$ cat src/rtl/ldpc_ber_run_ctrl_if.sv
// rtl/ldpc_ber_run_ctrl_if.sv - command, config, datapath and status bundle for the BER run sequencer
interface ldpc_ber_run_ctrl_if #(
  parameter int CYCLE_CNT_WIDTH = 48
);
  logic                       cmd_start;
  logic                       cmd_abort;
  logic [63:0]                cfg_max_blocks;
  logic [31:0]                cfg_max_errors;
  logic [15:0]                cfg_drain_cycles;
  logic                       ctrl_en;
  logic                       ctrl_sw_resetn;
  logic [63:0]                data_finished_blocks;
  logic [31:0]                data_bit_errors;
  logic                       status_busy;
  logic                       status_done;
  logic [1:0]                 status_reason;
  logic [CYCLE_CNT_WIDTH-1:0] status_cycles;

  // Regmap / datapath side
  modport master (
    output cmd_start, cmd_abort, cfg_max_blocks, cfg_max_errors, cfg_drain_cycles,
    output data_finished_blocks, data_bit_errors,
    input  ctrl_en, ctrl_sw_resetn, status_busy, status_done, status_reason, status_cycles
  );

  // Sequencer side
  modport slave (
    input  cmd_start, cmd_abort, cfg_max_blocks, cfg_max_errors, cfg_drain_cycles,
    input  data_finished_blocks, data_bit_errors,
    output ctrl_en, ctrl_sw_resetn, status_busy, status_done, status_reason, status_cycles
  );
endinterface

$ cat src/rtl/ldpc_ber_run_ctrl.sv
// rtl/ldpc_ber_run_ctrl.sv - LDPC BER measurement run sequencer (reset, run, drain, done)
module ldpc_ber_run_ctrl #(
  parameter int RESET_CYCLES    = 16,
  parameter int CYCLE_CNT_WIDTH = 48
) (
  input  logic                  data_clk,
  input  logic                  data_resetn,
  ldpc_ber_run_ctrl_if.slave    bus
);

  localparam int RW = (RESET_CYCLES > 1) ? $clog2(RESET_CYCLES) : 1;
  localparam logic [RW-1:0] RST_LOAD = RW'(RESET_CYCLES - 1);

  localparam logic [1:0] REASON_NONE  = 2'd0;
  localparam logic [1:0] REASON_BLOCK = 2'd1;
  localparam logic [1:0] REASON_ERROR = 2'd2;
  localparam logic [1:0] REASON_ABORT = 2'd3;

  typedef enum logic [2:0] {
    ST_IDLE  = 3'd0,
    ST_RESET = 3'd1,
    ST_RUN   = 3'd2,
    ST_DRAIN = 3'd3,
    ST_DONE  = 3'd4
  } state_t;

  state_t                     state_q, state_d;
  logic [RW-1:0]              rst_cnt_q, rst_cnt_d;
  logic [15:0]                drain_cnt_q, drain_cnt_d;
  logic [1:0]                 reason_q, reason_d;
  logic [CYCLE_CNT_WIDTH-1:0] cycles_q, cycles_d;
  logic                       load_cfg;

  logic [63:0]                max_blocks_q;
  logic [31:0]                max_errors_q;
  logic [15:0]                drain_cfg_q;

  logic                       hit_blk_q, hit_blk_d;
  logic                       hit_err_q, hit_err_d;

  logic                       en_q, sw_resetn_q, busy_q, done_q;

  // Limit compares are registered so the wide compare is off the FSM path;
  // they are only armed while running so stale counts never leak into a run.
  always_comb begin
    hit_blk_d = (state_q == ST_RUN) && (max_blocks_q != 64'd0) &&
                (bus.data_finished_blocks >= max_blocks_q);
    hit_err_d = (state_q == ST_RUN) && (max_errors_q != 32'd0) &&
                (bus.data_bit_errors >= max_errors_q);
  end

  // Next-state, counter and status decode
  always_comb begin
    state_d     = state_q;
    rst_cnt_d   = rst_cnt_q;
    drain_cnt_d = drain_cnt_q;
    reason_d    = reason_q;
    cycles_d    = cycles_q;
    load_cfg    = 1'b0;

    case (state_q)
      ST_IDLE, ST_DONE: begin
        // A simultaneous abort cancels the start and leaves status untouched
        if (bus.cmd_start && !bus.cmd_abort) begin
          state_d   = ST_RESET;
          rst_cnt_d = RST_LOAD;
          reason_d  = REASON_NONE;
          cycles_d  = '0;
          load_cfg  = 1'b1;
        end
      end

      ST_RESET: begin
        if (bus.cmd_abort) begin
          state_d  = ST_DONE;
          reason_d = REASON_ABORT;
        end else if (rst_cnt_q == '0) begin
          state_d = ST_RUN;
        end else begin
          rst_cnt_d = rst_cnt_q - 1'b1;
        end
      end

      ST_RUN: begin
        if (!(&cycles_q)) begin
          cycles_d = cycles_q + 1'b1;
        end
        if (bus.cmd_abort || hit_err_q || hit_blk_q) begin
          state_d     = ST_DRAIN;
          drain_cnt_d = drain_cfg_q;
          if (bus.cmd_abort) begin
            reason_d = REASON_ABORT;
          end else if (hit_err_q) begin
            reason_d = REASON_ERROR;
          end else begin
            reason_d = REASON_BLOCK;
          end
        end
      end

      ST_DRAIN: begin
        if (drain_cnt_q == 16'd0) begin
          state_d = ST_DONE;
        end else begin
          drain_cnt_d = drain_cnt_q - 1'b1;
        end
      end

      default: begin
        state_d = ST_IDLE;
      end
    endcase
  end

  // State, counters and registered outputs; outputs follow the next state so
  // they change on the same edge as the transition
  always_ff @(posedge data_clk or negedge data_resetn) begin
    if (!data_resetn) begin
      state_q      <= ST_IDLE;
      rst_cnt_q    <= '0;
      drain_cnt_q  <= 16'd0;
      reason_q     <= REASON_NONE;
      cycles_q     <= '0;
      hit_blk_q    <= 1'b0;
      hit_err_q    <= 1'b0;
      en_q         <= 1'b0;
      sw_resetn_q  <= 1'b1;
      busy_q       <= 1'b0;
      done_q       <= 1'b0;
    end else begin
      state_q      <= state_d;
      rst_cnt_q    <= rst_cnt_d;
      drain_cnt_q  <= drain_cnt_d;
      reason_q     <= reason_d;
      cycles_q     <= cycles_d;
      hit_blk_q    <= hit_blk_d;
      hit_err_q    <= hit_err_d;
      en_q         <= (state_d == ST_RUN);
      sw_resetn_q  <= (state_d != ST_RESET);
      busy_q       <= (state_d == ST_RESET) || (state_d == ST_RUN) || (state_d == ST_DRAIN);
      done_q       <= (state_d == ST_DONE);
    end
  end

  // Run configuration snapshot taken when a start is accepted
  always_ff @(posedge data_clk or negedge data_resetn) begin
    if (!data_resetn) begin
      max_blocks_q <= 64'd0;
      max_errors_q <= 32'd0;
      drain_cfg_q  <= 16'd0;
    end else if (load_cfg) begin
      max_blocks_q <= bus.cfg_max_blocks;
      max_errors_q <= bus.cfg_max_errors;
      drain_cfg_q  <= bus.cfg_drain_cycles;
    end
  end

  assign bus.ctrl_en        = en_q;
  assign bus.ctrl_sw_resetn = sw_resetn_q;
  assign bus.status_busy    = busy_q;
  assign bus.status_done    = done_q;
  assign bus.status_reason  = reason_q;
  assign bus.status_cycles  = cycles_q;

endmodule

$ cat src/flat_wrapper.sv
// flat-port wrapper written by rule: the top's interface ports become plain ports
module ldpc_ber_run_ctrl_flat 
#(
  parameter int RESET_CYCLES    = 16,
  parameter int CYCLE_CNT_WIDTH = 48
)
  (data_clk, data_resetn, bus_cmd_start, bus_cmd_abort, bus_cfg_max_blocks, bus_cfg_max_errors, bus_cfg_drain_cycles, bus_data_finished_blocks, bus_data_bit_errors, bus_ctrl_en, bus_ctrl_sw_resetn, bus_status_busy, bus_status_done, bus_status_reason, bus_status_cycles);
  ldpc_ber_run_ctrl_if #(.CYCLE_CNT_WIDTH(CYCLE_CNT_WIDTH)) bus_i ();
  input  logic data_clk;
  input  logic data_resetn;
  input wire logic [$bits(bus_i.cmd_start)-1:0] bus_cmd_start;
  input wire logic [$bits(bus_i.cmd_abort)-1:0] bus_cmd_abort;
  input wire logic [$bits(bus_i.cfg_max_blocks)-1:0] bus_cfg_max_blocks;
  input wire logic [$bits(bus_i.cfg_max_errors)-1:0] bus_cfg_max_errors;
  input wire logic [$bits(bus_i.cfg_drain_cycles)-1:0] bus_cfg_drain_cycles;
  input wire logic [$bits(bus_i.data_finished_blocks)-1:0] bus_data_finished_blocks;
  input wire logic [$bits(bus_i.data_bit_errors)-1:0] bus_data_bit_errors;
  output wire logic [$bits(bus_i.ctrl_en)-1:0] bus_ctrl_en;
  output wire logic [$bits(bus_i.ctrl_sw_resetn)-1:0] bus_ctrl_sw_resetn;
  output wire logic [$bits(bus_i.status_busy)-1:0] bus_status_busy;
  output wire logic [$bits(bus_i.status_done)-1:0] bus_status_done;
  output wire logic [$bits(bus_i.status_reason)-1:0] bus_status_reason;
  output wire logic [$bits(bus_i.status_cycles)-1:0] bus_status_cycles;
  assign bus_i.cmd_start = bus_cmd_start;
  assign bus_i.cmd_abort = bus_cmd_abort;
  assign bus_i.cfg_max_blocks = bus_cfg_max_blocks;
  assign bus_i.cfg_max_errors = bus_cfg_max_errors;
  assign bus_i.cfg_drain_cycles = bus_cfg_drain_cycles;
  assign bus_i.data_finished_blocks = bus_data_finished_blocks;
  assign bus_i.data_bit_errors = bus_data_bit_errors;
  assign bus_ctrl_en = bus_i.ctrl_en;
  assign bus_ctrl_sw_resetn = bus_i.ctrl_sw_resetn;
  assign bus_status_busy = bus_i.status_busy;
  assign bus_status_done = bus_i.status_done;
  assign bus_status_reason = bus_i.status_reason;
  assign bus_status_cycles = bus_i.status_cycles;
  ldpc_ber_run_ctrl #(.RESET_CYCLES(RESET_CYCLES), .CYCLE_CNT_WIDTH(CYCLE_CNT_WIDTH)) u_core (.data_clk(data_clk), .data_resetn(data_resetn), .bus(bus_i));
endmodule
$ cat config.mk
export PLATFORM = sky130hd
export DESIGN_NAME = ldpc_ber_run_ctrl_flat
export DESIGN_NICKNAME = d
export VERILOG_FILES = /design/src/rtl/ldpc_ber_run_ctrl_if.sv /design/src/rtl/ldpc_ber_run_ctrl.sv /design/src/flat_wrapper.sv
export SDC_FILE = /design/constraint.sdc
export NUM_CORES = 1
export LEC_CHECK = 0
export ABC_AREA = 1
export CAP_MARGIN = 20
export CORE_MARGIN = 2
export CORE_UTILIZATION = 55
export DETAILED_ROUTE_END_ITERATION = 7
export HOLD_SLACK_MARGIN = 0.08
export MAX_ROUTING_LAYER = met4
export PLACE_DENSITY = 0.86
export SLEW_MARGIN = 20
export SYNTH_ARGS = -nofsm -noshare
export SYNTH_HDL_FRONTEND = slang
export SYNTH_SLANG_ARGS = --single-unit
$ cat constraint.sdc
create_clock -name data_clk -period 3 [get_ports data_clk]
set_input_delay 0.3 -clock data_clk [delete_from_list [all_inputs] [get_ports data_clk]]
set_output_delay 0.3 -clock data_clk [all_outputs]
set_load 0.03 [all_outputs]
==> reports/qor.csv, run 1 <==
metric,value,unit
run_status,completed,
regArea,0.004781,mm^2
grt_pass1_wl,53830,um
clock_skew,0.01302,ns
min_delay_path_depth,3,
max_freq,0.4156,GHz
yosys.area.top_type,dfrtp_1,
timing.hold.ws,0.4023,ns
fillers,1654,
hold_viol_final,0,
vias_per_cell,5.475,
cts_root_buf,clkbuf_16,
fin_area,0.01514,mm^2
wire_per_inst,16.04,um
critPathLaunchType,flop,
utilization,72.49,%
pin_count,266,
final_cell_mix,"445 x nand2_1, 264 x clkdlybuf4s50_1, 190 x dfrtp_1, 174 x inv_1, 156 x o21ai_0",
crit_fanout,31,
crit_path_end_kind,flop,
hp-class,in -> reg,
synth_top_area_share,40.78,%
grt_usage,31.29,%
grt_start_max_net_pins,105,
ant_nets,0,
ys.flop_type,dfrtp_1,
row_count,53,
synth-edff-count,0,
dieArea,0.02238,mm^2
cts_setup_buffers,0,
path_depth,11,
fin_setup_tns,0,ns
p_per_area,479.1,mW/mm^2
syn_nets,1848,
clkSinkCount,191,
worstPathBufferInverterCount,2,
start_util,55.81,%
die_w,149.6,um
htree_levels,4,
post-place-ws,0.3550,ns
worstPathCellList,inv_1 > ha_1 > nand3_1 > nor2_1 > inv_1 > nor2_1 > nand2_1 > nand3_2 > nand2_2 > o211ai_1 > o21ai_0,
critPathRequiredTime,3.30,ns
crit_arrival,2.70,ns
gp_congestion,0.9586,
hpwl,25810,um
cts_resized,0,
vias,11366,
cts_tree,yes,
cp_slowest_stage_delay,0.38,ns
first_pass_iters,6,
critPathKind,reg -> reg,
avgSynthCellArea,7.585,um^2
wl,33300,um
ctsHoldBuffers,1,
port_buffers,265,
setup_viol,0,
ys_warn_count,0,
ys_top_cells_by_area,"dfrtp_1 41%, nand2_1 14%, ha_1 11%",
max_cap_violations,0,
slew_headroom,39.24,%
multi_input_area,0.005977,mm^2
timing.final.crit_share,80.21,%
vdd_drop_max,0.2932,mV
yosysSeqAreaShare,41.01,%
final_common_cell,nand2_1,
worstMarginPinSlew,0.9104,ns
async_reset_ff_share,100.0,%
setup_ws,0.5937,ns
rsz0062_at_grt,no,
clkTransAtPathRegs,0.08,ns
area_growth,29.89,%
netlist_area,0.01166,mm^2
drt_drc_violations_left,0,
clk_latency,0.43,ns
worst_path_dominant_cell_family,simple AND/OR/NAND/NOR gates,
cp_slowest_cell,dfrtp_1,
period_minus_slack,2.406,ns
design.core.area,0.02089,mm^2
max-clock-path-buffers,2,
first_global_vias,11247,
grt_overflow,0,
numCtsBuffers,17,
final_nets,2099,
slew_violations,0,
synth_cell_type_count,43,
ys_ff_latch,191,
rr_worst_depth,11,
synthCells,1537,
drt_iter0_drc,738,
place_area,0.01454,mm^2
die_h,149.6,um
drive_above_1_share,4.167,%
antenna_found_initial,1,
power.leakage,6.746,nW
## Yosys cell counts, types with 5 or more instances
cell,n
o21ai_1,10
nand3_1,66
a31oi_1,8
clkbuf_1,21
xor2_1,28
xnor2_1,5
buf_6,6
dfrtp_1,190
ha_1,99
o21ai_0,156
nand2_1,445
inv_2,6
nor2_1,137
nor4_1,9
nor3_1,25
nand4_1,40
or2_2,6
inv_1,174
a21oi_1,46
buf_2,15
o211ai_1,5
## state kept, by name (all words and copies together) (netlist names)
register / count
u_core.rst_cnt_q: 4
u_core.max_errors_q: 32
u_core.max_blocks_q: 64
u_core.hit_err_q: 1
u_core.bus.ctrl_en: 1
u_core.bus.status_busy: 1
u_core.state_q: 3
u_core.bus.status_cycles: 48
u_core.drain_cnt_q: 16
u_core.hit_blk_q: 1
u_core.bus.ctrl_sw_resetn: 1
u_core.bus.status_done: 1
u_core.bus.status_reason: 2
u_core.drain_cfg_q: 16
## stage by stage
stage          total power [mW]  instances
6_report                  7.256       2076
5_1_grt                   7.693       2076
4_1_cts                   7.273       2075
3_5_place_dp              4.938       2043
3_3_place_gp              4.824       2043
2_1_floorplan             4.199       1537
## layer usage
| metal | part of all wire [%] | track usage, % | vias up |
|---|---|---|---|
| met5 | 0 | - | - |
| met4 | 2.8 | 11.14 | 0 |
| met3 | 7.0 | 5.976 | 74 |
| met1 | 40 | 37.44 | 5333 |
| met2 | 50 | 52.89 | 435 |
| li1 | - | - | 5524 |
## final timing paths
kind	to	from	slack, ns
hold reg to reg	u_core.drain_cfg_q[4]	u_core.drain_cfg_q[4]	0.47
hold / removal	u_core.drain_cfg_q[9]	bus_cfg_drain_cycles[9]	0.40
setup reg to reg	u_core.drain_cnt_q[2]	u_core.drain_cnt_q[0]	0.59
max in group asynchronous	u_core.max_errors_q[29]	data_resetn	1.67
min in group asynchronous	u_core.drain_cnt_q[4]	data_resetn	0.45
setup / recovery	u_core.drain_cnt_q[2]	u_core.drain_cnt_q[0]	0.59
## cells by family (layout without fill, tap and decap cells)
family / Yosys count / count (layout) / share of synthesized area, %
other: 0 / 1 / 0
AOI/OAI and AO/OA: 244 / 244 / 11.18
adders and majority gates: 99 / 99 / 10.62
and+or+nand+nor: 746 / 746 / 26.94
xor gates and xnor gates: 33 / 33 / 2.479
DFF: 191 / 191 / 41.01
buffers and inverters: 224 / 487 / 7.770
## final cells by class
class,instances,share of cell area (%)
antenna,1,0.01652
clock buffer,18,2.900
clock inverter,13,0.9832
inverter,181,4.486
multi-input combinational,1122,39.47
sequential,191,31.57
tap,275,2.272
timing repair buffer,275,18.30
## worst min-delay path, cell delays in order
cell,delay [ns]
clkdlybuf4s50_1,0.39
nand2_1,0.06
nand2_1,0.04
## where the power goes
part	total, mW	leakage [nW]	internal [mW]	switching [mW]
clock network	2.34	0.292	1.27	1.07
logic	1.83	4.03	0.795	1.03
registers	3.09	2.42	2.93	0.164
(Power assumes the default switching activity.)
==> inputs of run 2 (changes only) <==
--- a/config.mk
+++ b/config.mk
@@ -8,11 +8,11 @@
 export ABC_AREA = 1
 export CAP_MARGIN = 20
 export CORE_MARGIN = 2
-export CORE_UTILIZATION = 55
+export CORE_UTILIZATION = 46
 export DETAILED_ROUTE_END_ITERATION = 7
 export HOLD_SLACK_MARGIN = 0.08
 export MAX_ROUTING_LAYER = met4
-export PLACE_DENSITY = 0.86
+export PLACE_DENSITY = 0.77
 export SLEW_MARGIN = 20
 export SYNTH_ARGS = -nofsm -noshare
 export SYNTH_HDL_FRONTEND = slang
==> constraint.sdc (replaced) <==
create_clock -name data_clk -period 2 [get_ports data_clk]
set_input_delay 0.2 -clock data_clk [delete_from_list [all_inputs] [get_ports data_clk]]
set_output_delay 0.2 -clock data_clk [all_outputs]
set_load 0.03 [all_outputs]
==> reports/qor.csv, run 2 (synthesized netlist as in run 1, its figures left out) <==
metric,value,unit,change
max-clock-path-buffers,2,,unchanged
vias_per_cell,5.221,,-4.6%
crit_arrival,1.69,ns,-1.01 ns
first_global_vias,11266,,+0.17%
worst_path_dominant_cell_family,buffers and inverters,,
wl,34530,um,+3.7%
gp_congestion,0.9391,,-2.0%
multi_input_area,0.006037,mm^2,+1.0%
worstPathBufferInverterCount,2,,unchanged
final_nets,2152,,+2.5%
rr_worst_depth,12,,+1
wire_per_inst,15.83,um,-1.3%
hp-class,in -> async,,
grt_start_max_net_pins,63,,-40%
cp-endpoint,bus_status_cycles[3],,
htree_levels,4,,unchanged
first_pass_iters,7,,+1
grt_overflow,0,,unchanged
clk_latency,0.43,ns,about the same
timing.final.crit_share,94.44,%,
critPathLaunchType,flop,,
setup_ws,0.1112,ns,-0.4824 ns
drt_drc_violations_left,0,,unchanged
rr_startpoint,u_core.drain_cnt_q[1],,
period_minus_slack,1.889,ns,
cts_root_buf,clkbuf_16,,
run_status,completed,,
critPathRequiredTime,1.80,ns,-1.50 ns
slew_headroom,67.74,%,+29 points
port_buffers,265,,unchanged
regToRegSetupSlack,0.18,ns,-0.41 ns
slew_violations,0,,unchanged
grt_pass1_wl,55760,um,+3.6%
power,10.56,mW,+46%
setup.worst_path.start,u_core.bus.status_cycles[3],,
vias,11392,,+0.23%
die_h,163.2,um,+9.1%
setup_viol,0,,unchanged
max_freq,0.5294,GHz,
top_register,u_core.max_blocks_q,,
numCtsBuffers,17,,unchanged
power.leakage,7.010,nW,+3.9%
antenna_found_initial,0,,-1
rsz0062_at_grt,no,,
area_growth,34.77,%,
worstReg2RegEnd,u_core.drain_cnt_q[2],,
die_w,163.2,um,+9.1%
ant_nets,0,,unchanged
critPathKind,reg -> out,,
fillers,2231,,+35%
path_depth,2,,-9
start_util,46.57,%,-9.2 points
vdd_drop_max,0.5570,mV,+90%
hold_viol_final,0,,unchanged
place_area,0.01508,mm^2,+3.7%
crit_path_end_kind,output pin,,
pin_count,266,,unchanged
cp_slowest_stage_delay,0.67,ns,+0.29 ns
cp_slowest_cell,clkdlybuf4s50_1,,
crit_fanout,6,,-81%
antenna_cells,0,,-1
fin_setup_tns,0,ns,unchanged
fin_cells,2182,,+5.1%
grt_usage,27.28,%,-4.0 points
worstPathCellList,buf_4 > clkdlybuf4s50_1,,
timing.hold.ws,0.3162,ns,-0.08612 ns
utilization,62.76,%,-9.7 points
post-place-ws,-0.05681,ns,-0.4118 ns
drive_above_1_share,7.559,%,+3.4 points
clkTransAtPathRegs,0.07,ns,about the same
max_cap_violations,0,,unchanged
clkSinkCount,191,,unchanged
p_per_area,672.3,mW/mm^2,+40%
dieArea,0.02663,mm^2,+19%
final_cell_mix,"444 x nand2_1, 264 x clkdlybuf4s50_1, 185 x dfrtp_1, 173 x inv_1, 155 x o21ai_0",,
design.core.area,0.02504,mm^2,+20%
final_common_cell,nand2_1,,
worstMarginPinSlew,0.4838,ns,-0.4266 ns
cts_tree,yes,,
dp_cells,2148,,+5.1%
drt_iter0_drc,815,,+10%
hpwl,27480,um,+6.5%
regArea,0.004787,mm^2,+0.13%
fin_area,0.01571,mm^2,+3.8%
clock_skew,0.01442,ns,+0.001399 ns
row_count,58,,+9.4%
largest_reg_flops,64,,unchanged
run 2: changes by cell type in the layout (fill, tap and decap cells not counted), sizes merged:
cell	previous run	this run
buf	9	61
bufinv	2	0
clkbuf	19	22
clkinv	4	5
diode	1	0
inv	187	185
run 2: area by class of cell:
type,instances,share of cell area [%]
clock buffers,20,2.779
multi-input cells,1122,38.42
flip-flops and latches,191,30.47
inverters,181,4.340
clock inverters,10,0.5256
well taps,330,2.628
repair buffers,328,20.84
run 2: what timing repair did:
action                                  CTS  global route
resized for setup                         0            21
hold buffers                              1             0
endpoints found under the hold margin    48             0
endpoints found under the setup margin    0            46
buffers inserted                          0             2
run 2: per-layer routing:
metal  global-route usage (%)  part of all wire [%]  vias up
met1                    33.87                    42     5309
met2                    43.79                    47      384
li1                         -                     -     5615
met3                    5.917                   7.2       84
met4                    10.22                   3.6        0
met5                        -                     0        -
run 2: worst min path at each step:
stage                             start                endpoint  slack, ns
2_1_floorplan               data_resetn      u_core.bus.ctrl_en       -0.1
3_3_place_gp                data_resetn   u_core.drain_cnt_q[7]       0.21
3_5_place_dp                data_resetn   u_core.drain_cfg_q[7]       0.22
4_1_cts         bus_cfg_drain_cycles[7]   u_core.drain_cfg_q[7]       0.31
5_1_grt        bus_cfg_drain_cycles[10]  u_core.drain_cfg_q[10]       0.33
6_report                    data_resetn   u_core.drain_cnt_q[7]       0.32
run 2: report_power, final:
group / total (mW) / internal (mW) / switching, mW
combinational: 2.76 / 1.23 / 1.53
clock: 3.17 / 1.61 / 1.56
sequential: 4.63 / 4.39 / 0.238
run 2: worst register-to-register path, cell delays in order (launching register included):
cell and delay [ns]:
dfrtp_1 0.39, inv_1 0.08, ha_2 0.21, nand3_2 0.11, nor2_4 0.13, inv_2 0.06, nor2_4 0.11, nand2_2 0.08
nand3_4 0.09, nand2_2 0.07, buf_12 0.17, o211ai_1 0.08, o21ai_0 0.10
==> edit 1 (settings of run 2) <==
`CYCLE_CNT_WIDTH` is set to 48 in 3 places; all go to 96.
--- a/src/rtl/ldpc_ber_run_ctrl_if.sv
+++ b/src/rtl/ldpc_ber_run_ctrl_if.sv
@@ -1,5 +1,5 @@
 // rtl/ldpc_ber_run_ctrl_if.sv - command, config, datapath and status bundle for the BER run sequencer
 interface ldpc_ber_run_ctrl_if #(
-  parameter int CYCLE_CNT_WIDTH = 48
+  parameter int CYCLE_CNT_WIDTH = 96
 );
   logic                       cmd_start;
--- a/src/rtl/ldpc_ber_run_ctrl.sv
+++ b/src/rtl/ldpc_ber_run_ctrl.sv
@@ -2,5 +2,5 @@
 module ldpc_ber_run_ctrl #(
   parameter int RESET_CYCLES    = 16,
-  parameter int CYCLE_CNT_WIDTH = 48
+  parameter int CYCLE_CNT_WIDTH = 96
 ) (
   input  logic                  data_clk,
--- a/src/flat_wrapper.sv
+++ b/src/flat_wrapper.sv
@@ -3,5 +3,5 @@
 #(
   parameter int RESET_CYCLES    = 16,
-  parameter int CYCLE_CNT_WIDTH = 48
+  parameter int CYCLE_CNT_WIDTH = 96
 )
   (data_clk, data_resetn, bus_cmd_start, bus_cmd_abort, bus_cfg_max_blocks, bus_cfg_max_errors, bus_cfg_drain_cycles, bus_data_finished_blocks, bus_data_bit_errors, bus_ctrl_en, bus_ctrl_sw_resetn, bus_status_busy, bus_status_done, bus_status_reason, bus_status_cycles);
Ports: changed (resized bus_status_cycles); port bits go from 266 to 314. No check against the original RTL was run, so the function may have changed too.
==> edit 1 against run 2 <==
Synthesized cell count grew 44%; wire length grew 78%; hold slack lost 0.13 ns; worst setup slack lost 0.15 ns; area after synthesis grew 33%; critical endpoint is now u_core.bus.status_cycles[9]; first-iteration DRC count grew 74%; die area grew 33%; sequential cell count grew 48; highest routed layer unchanged; power grew 34%; cell area grew 45%; the run now ends with setup timing left; clock power grew 73%.
==> edit 1: results (changes against run 2) <==
Placed Area 21100 µm² (was 15100 µm²); cts bufs inserted 29 (was 17); first-pass GRT wire length 93200 µm (was 55800 µm); sequential share of the synthesized area 0.384 (was 0.410); Area contributors post-synth dfrtp_1, nand2_1, ha_1 (unchanged); Distinct cells, synth 40 (was 43); run status finished, violations left (was finished, final reports clean); vias in the first global route 16800 (was 11300); met2 Usage GRT 0.560 (was 0.438); mean routed wirelength per cell 18.9 µm (was 15.8 µm); initial antenna violation count 3 (was 0); Max clock buf depth 3 (was 2); initial DRC count 1420 (was 815); drt pass-1 iters 8 (was 7); CP max FO 8 (was 6); post-synth net total 2528 (was 1848); largest net degree at the start of global routing 103 (was 63); routability congestion estimate 0.984 (was 0.939); slowest cell on the critical path dfrtp_1 (was clkdlybuf4s50_1); violated checks setup timing; H-tree depth 1 (was 4); Layout Cells excl Fill 3261 (was 2182); PnR worst setup slack -0.0340 ns (was 0.111 ns); HP Class in2reg (was in2async); VDD IR max 786 µV (was 557 µV); CP delay by family, top simple AND/OR/NAND/NOR gates (was buffers and inverters); layout cells sized above 1 0.188 (was 0.0756); Placed Cells incl. Taps 3188 (was 2148); leakage 10.5 nW (was 7.01 nW); worst-skew pair later-pin latency 0.57 ns (was 0.43 ns); slowest stage delay, CP 0.44 ns (was 0.67 ns); Setup violations, final 7 (was 0); post-synthesis instance total 2217 (was 1537); Tightest Pin Transition 0.566 ns (was 0.484 ns); Worst Path Arrival 2.48 ns (was 1.69 ns); layout net count 3098 (was 2152); met1 Usage GRT 0.455 (was 0.339); most frequent cells after synthesis nand2_1, nor2_1, dfrtp_1 (was nand2_1, dfrtp_1, inv_1); max reg flops 96 (was 64); Total GRT Usage 0.351 (was 0.273); input/output buffers 313 (was 265); met3 Usage GRT 0.0599 (was 0.0592); Setup Skew 0.0165 ns (was 0.0144 ns); post-DP HPWL 49100 µm (was 27500 µm); Vias/cell 5.28 (was 5.22)
edit 1: cell types whose count changed after synthesis, sizes merged, moves of 3 or more:
cell / change
nand3: +62
buf: +11
nor3: +25
dfrtp: +48
o21ai: +17
inv: +53
o21bai: +7
xor2: +7
nand2: +317
nand4: +3
nor2: +132
edit 1: per-stage QoR:
step	hold WS, ns	TNS [ns]	worst slack, ns
2_1_floorplan	-0.0956	0	0.00518
3_3_place_gp	0.201	-0.478	-0.0516
5_1_grt	0.194	-2.86	-0.119
3_5_place_dp	0.203	-1.40	-0.106
4_1_cts	0.180	0	0.00197
6_report	0.185	-0.103	-0.0340
edit 1: cell families (layout without fill, tap and decap cells):
| logic type | Yosys count | in the layout | share of synthesized area |
|---|---|---|---|
| flip-flops | 239 | 239 | 0.384 |
| XOR/XNOR | 38 | 38 | 0.0214 |
| AO/OA/AOI/OAI | 267 | 267 | 0.0936 |
| adder cells (fa/ha/maj) | 99 | 99 | 0.0796 |
| AND/OR/NAND/NOR | 1285 | 1285 | 0.342 |
| other | 0 | 3 | 0 |
| buffers and inverters | 289 | 882 | 0.0786 |
edit 1: final timing paths:
path / startpoint / endpoint / cells after the start
worst min register to register: u_core.drain_cfg_q[3] / u_core.drain_cfg_q[3] / 2
worst min-delay path: bus_cfg_drain_cycles[12] / u_core.drain_cfg_q[12] / 3
worst max register to register: u_core.bus.status_cycles[75] / u_core.bus.status_cycles[9] / 10
worst max-delay path: u_core.bus.status_cycles[75] / u_core.bus.status_cycles[9] / 10
min in group asynchronous: data_resetn / u_core.drain_cnt_q[7] / 2
max in group asynchronous: data_resetn / u_core.max_errors_q[12] / 3
edit 1: timing repair:
| item | in CTS | in global routing |
|---|---|---|
| setup buffers | 1 | 8 |
| hold endpoints to repair | 200 | 0 |
| cloned | 0 | 6 |
| hold buffers | 1 | 0 |
| gates resized for setup | 30 | 177 |
| endpoints found under the setup margin | 45 | 130 |
| pin swaps | 0 | 20 |
edit 1: power by group:
| group | internal (mW) | total, mW | switching (mW) |
|---|---|---|---|
| clock network | 3.27 | 5.48 | 2.21 |
| logic | 1.33 | 3.02 | 1.69 |
| registers | 5.38 | 5.64 | 0.261 |
edit 1: routing by layer:
metal,vias to the layer above,share of wire
met3,122,0.083
met4,0,0.034
met5,-,0
met2,754,0.46
met1,8052,0.42
li1,8287,-
edit 1: cell type report:
type / count / area [µm²]
multi-input cells: 1689 / 8900
fillers: 2823 / 10600
diodes: 3 / 7.51
inverters: 233 / 878
flip-flops and latches: 239 / 5990
clock inverters: 12 / 145
clock buffers: 42 / 835
well taps: 448 / 561
repair buffers: 595 / 5540
edit 1: worst min-delay path, stage by stage:
cell             delay (ns)
clkdlybuf4s50_1        0.40
nand2_1                0.07
nand2_1                0.04
==> edit 2 (flow settings as in run 2) <==
Made on the original files. Make the reset (`data_resetn`) synchronous in 2 clocked blocks.
--- a/src/rtl/ldpc_ber_run_ctrl.sv
+++ b/src/rtl/ldpc_ber_run_ctrl.sv
@@ -115,5 +115,5 @@
   // State, counters and registered outputs; outputs follow the next state so
   // they change on the same edge as the transition
-  always_ff @(posedge data_clk or negedge data_resetn) begin
+  always_ff @(posedge data_clk) begin
     if (!data_resetn) begin
       state_q      <= ST_IDLE;
@@ -144,5 +144,5 @@
 
   // Run configuration snapshot taken when a start is accepted
-  always_ff @(posedge data_clk or negedge data_resetn) begin
+  always_ff @(posedge data_clk) begin
     if (!data_resetn) begin
       max_blocks_q <= 64'd0;
Function: differs if data_resetn is asserted again (counterexample within 4 cycles, from zero or initial values and one cycle with data_resetn low); with data_resetn held inactive, the same outputs for 10 cycles.
==> edit 2 against run 2 <==
First-iteration DRC count fell by 0.49%; hold slack got worse by 0.056 ns; sequential cell count did not move; power fell by 12%; sequential power fell by 12%; worst setup slack got worse by 0.040 ns; cell count rose by 6.6%; cell area fell by 1.2%; critical path depth rose by 10; combinational power fell by 33%; area after synthesis fell by 2.9%; largest power group unchanged; wire length rose by 3.8%.
==> edit 2: results (changes against run 2) <==
mean routed wirelength per cell 15.4 µm (was 15.8 µm); Placed Cells incl. Taps 2288 (was 2148); Area contributors post-synth dfxtp_1, ha_1, nand2_1 (was dfrtp_1, nand2_1, ha_1); sequential share of the synthesized area 0.338 (was 0.410); CP max FO 15 (was 6); Top FF cell, synth dfxtp_1 (was dfrtp_1); ys async rst share 0 (was 1.00); first-pass GRT wire length 57300 µm (was 55800 µm); vias in the first global route 11700 (was 11300); post-DP HPWL 27900 µm (was 27500 µm); filler instances 2206 (was 2231); initial antenna violation count 3 (was 0); leakage 6.24 nW (was 7.01 nW); slowest stage delay, CP 0.36 ns (was 0.67 ns); largest net degree at the start of global routing 133 (was 63); Placed Area 14800 µm² (was 15100 µm²); Vias/cell 5.20 (was 5.22); largest register by flop count u_core.max_blocks_q (unchanged); area growth from synthesis to layout 37.2% (was 34.8%); HP Class in2reg (was in2async); run status finished, final reports clean (unchanged); Setup Skew 0.0145 ns (was 0.0144 ns); Distinct cells, synth 37 (was 43); routability congestion estimate 0.948 (was 0.939); layout cells sized above 1 0.0890 (was 0.0756); Total GRT Usage 0.285 (was 0.273); most frequent cells after synthesis nand2_1, nor2_1, dfxtp_1 (was nand2_1, dfrtp_1, inv_1); drt pass-1 iters 6 (was 7); pre-CTS WS -0.147 ns (was -0.0568 ns); Slew HR 0.664 (was 0.677); post-synth net total 1990 (was 1848); initial DRC count 811 (was 815); worst-skew pair later-pin latency 0.43 ns (about the same); drt total wl 35800 µm (was 34500 µm); Worst Path Arrival 2.24 ns (was 1.69 ns)
-- edit 2: cell count changes after synthesis, moves of 17 or more --
| cell | before | now |
|---|---|---|
| dfrtp_1 | 190 | 0 |
| nor2_1 | 137 | 253 |
| clkbuf_1 | 21 | 52 |
| a21oi_1 | 46 | 181 |
| xor2_1 | 28 | 11 |
| dfxtp_1 | 0 | 191 |
| nand2_1 | 445 | 319 |
-- edit 2: cell type report --
cell class / count / share of cell area
inverter: 189 / 0.0457
multi-input combinational: 1241 / 0.426
clock buffer: 17 / 0.0274
clock inverter: 14 / 0.00975
sequential: 191 / 0.247
timing repair buffer: 348 / 0.218
tap: 324 / 0.0261
antenna: 3 / 0.000484
-- edit 2: final timing paths --
kind | startpoint | endpoint | slack (ns) | depth (start not counted)
worst min register to register | u_core.max_errors_q[4] | u_core.max_errors_q[4] | 0.48 | 2
worst max-delay path | u_core.bus.status_cycles[0] | u_core.bus.status_cycles[37] | 0.07 | 12
worst max register to register | u_core.bus.status_cycles[0] | u_core.bus.status_cycles[37] | 0.07 | 12
worst min-delay path | data_resetn | u_core.state_q[0] | 0.26 | 3
-- edit 2: power by group --
part / switching (mW) / leakage, nW / internal (mW) / total, mW
clock: 1.63 / 0.285 / 1.76 / 3.39
sequential: 0.0942 / 1.56 / 4.00 / 4.09
combinational: 0.957 / 4.39 / 0.899 / 1.86
total: 2.68 / 6.24 / 6.66 / 9.34
-- edit 2: kinds of logic (layout without fill, tap and decap cells) --
kind of cell,after synthesis,after routing,synth area share
DFF,191,191,0.338
adders and majority gates,99,99,0.109
other,0,3,0
and+or+nand+nor,755,756,0.284
buffers and inverters,248,568,0.0852
AOI/OAI and AO/OA,374,374,0.174
xor gates and xnor gates,12,12,0.00929
-- edit 2: critical path, delay by kind of cell, from the launching register on --
kind                     cells  cell delay (ns)
AND/OR/NAND/NOR              8             0.80
buffers and inverters        2             0.28
adder cells (fa/ha/maj)      1             0.17
AO/OA/AOI/OAI                1             0.21
flip-flops                   1             0.36
-- edit 2: what timing repair did --
item,CTS,global route
hold endpoints to repair,0,0
setup endpoints to repair,2,58
hold buffers,0,0
setup buffers,0,3
gates resized for setup,0,23
pin swaps,1,2
gates cloned,1,1
-- edit 2: layer usage --
layer  vias to the layer above  GRT usage  share of wire
met2                       391      0.486           0.49
met3                        58     0.0610          0.065
met4                         0     0.0905          0.027
met1                      5489      0.335           0.42
li1                       6163          -              -
met5                         -          -              0
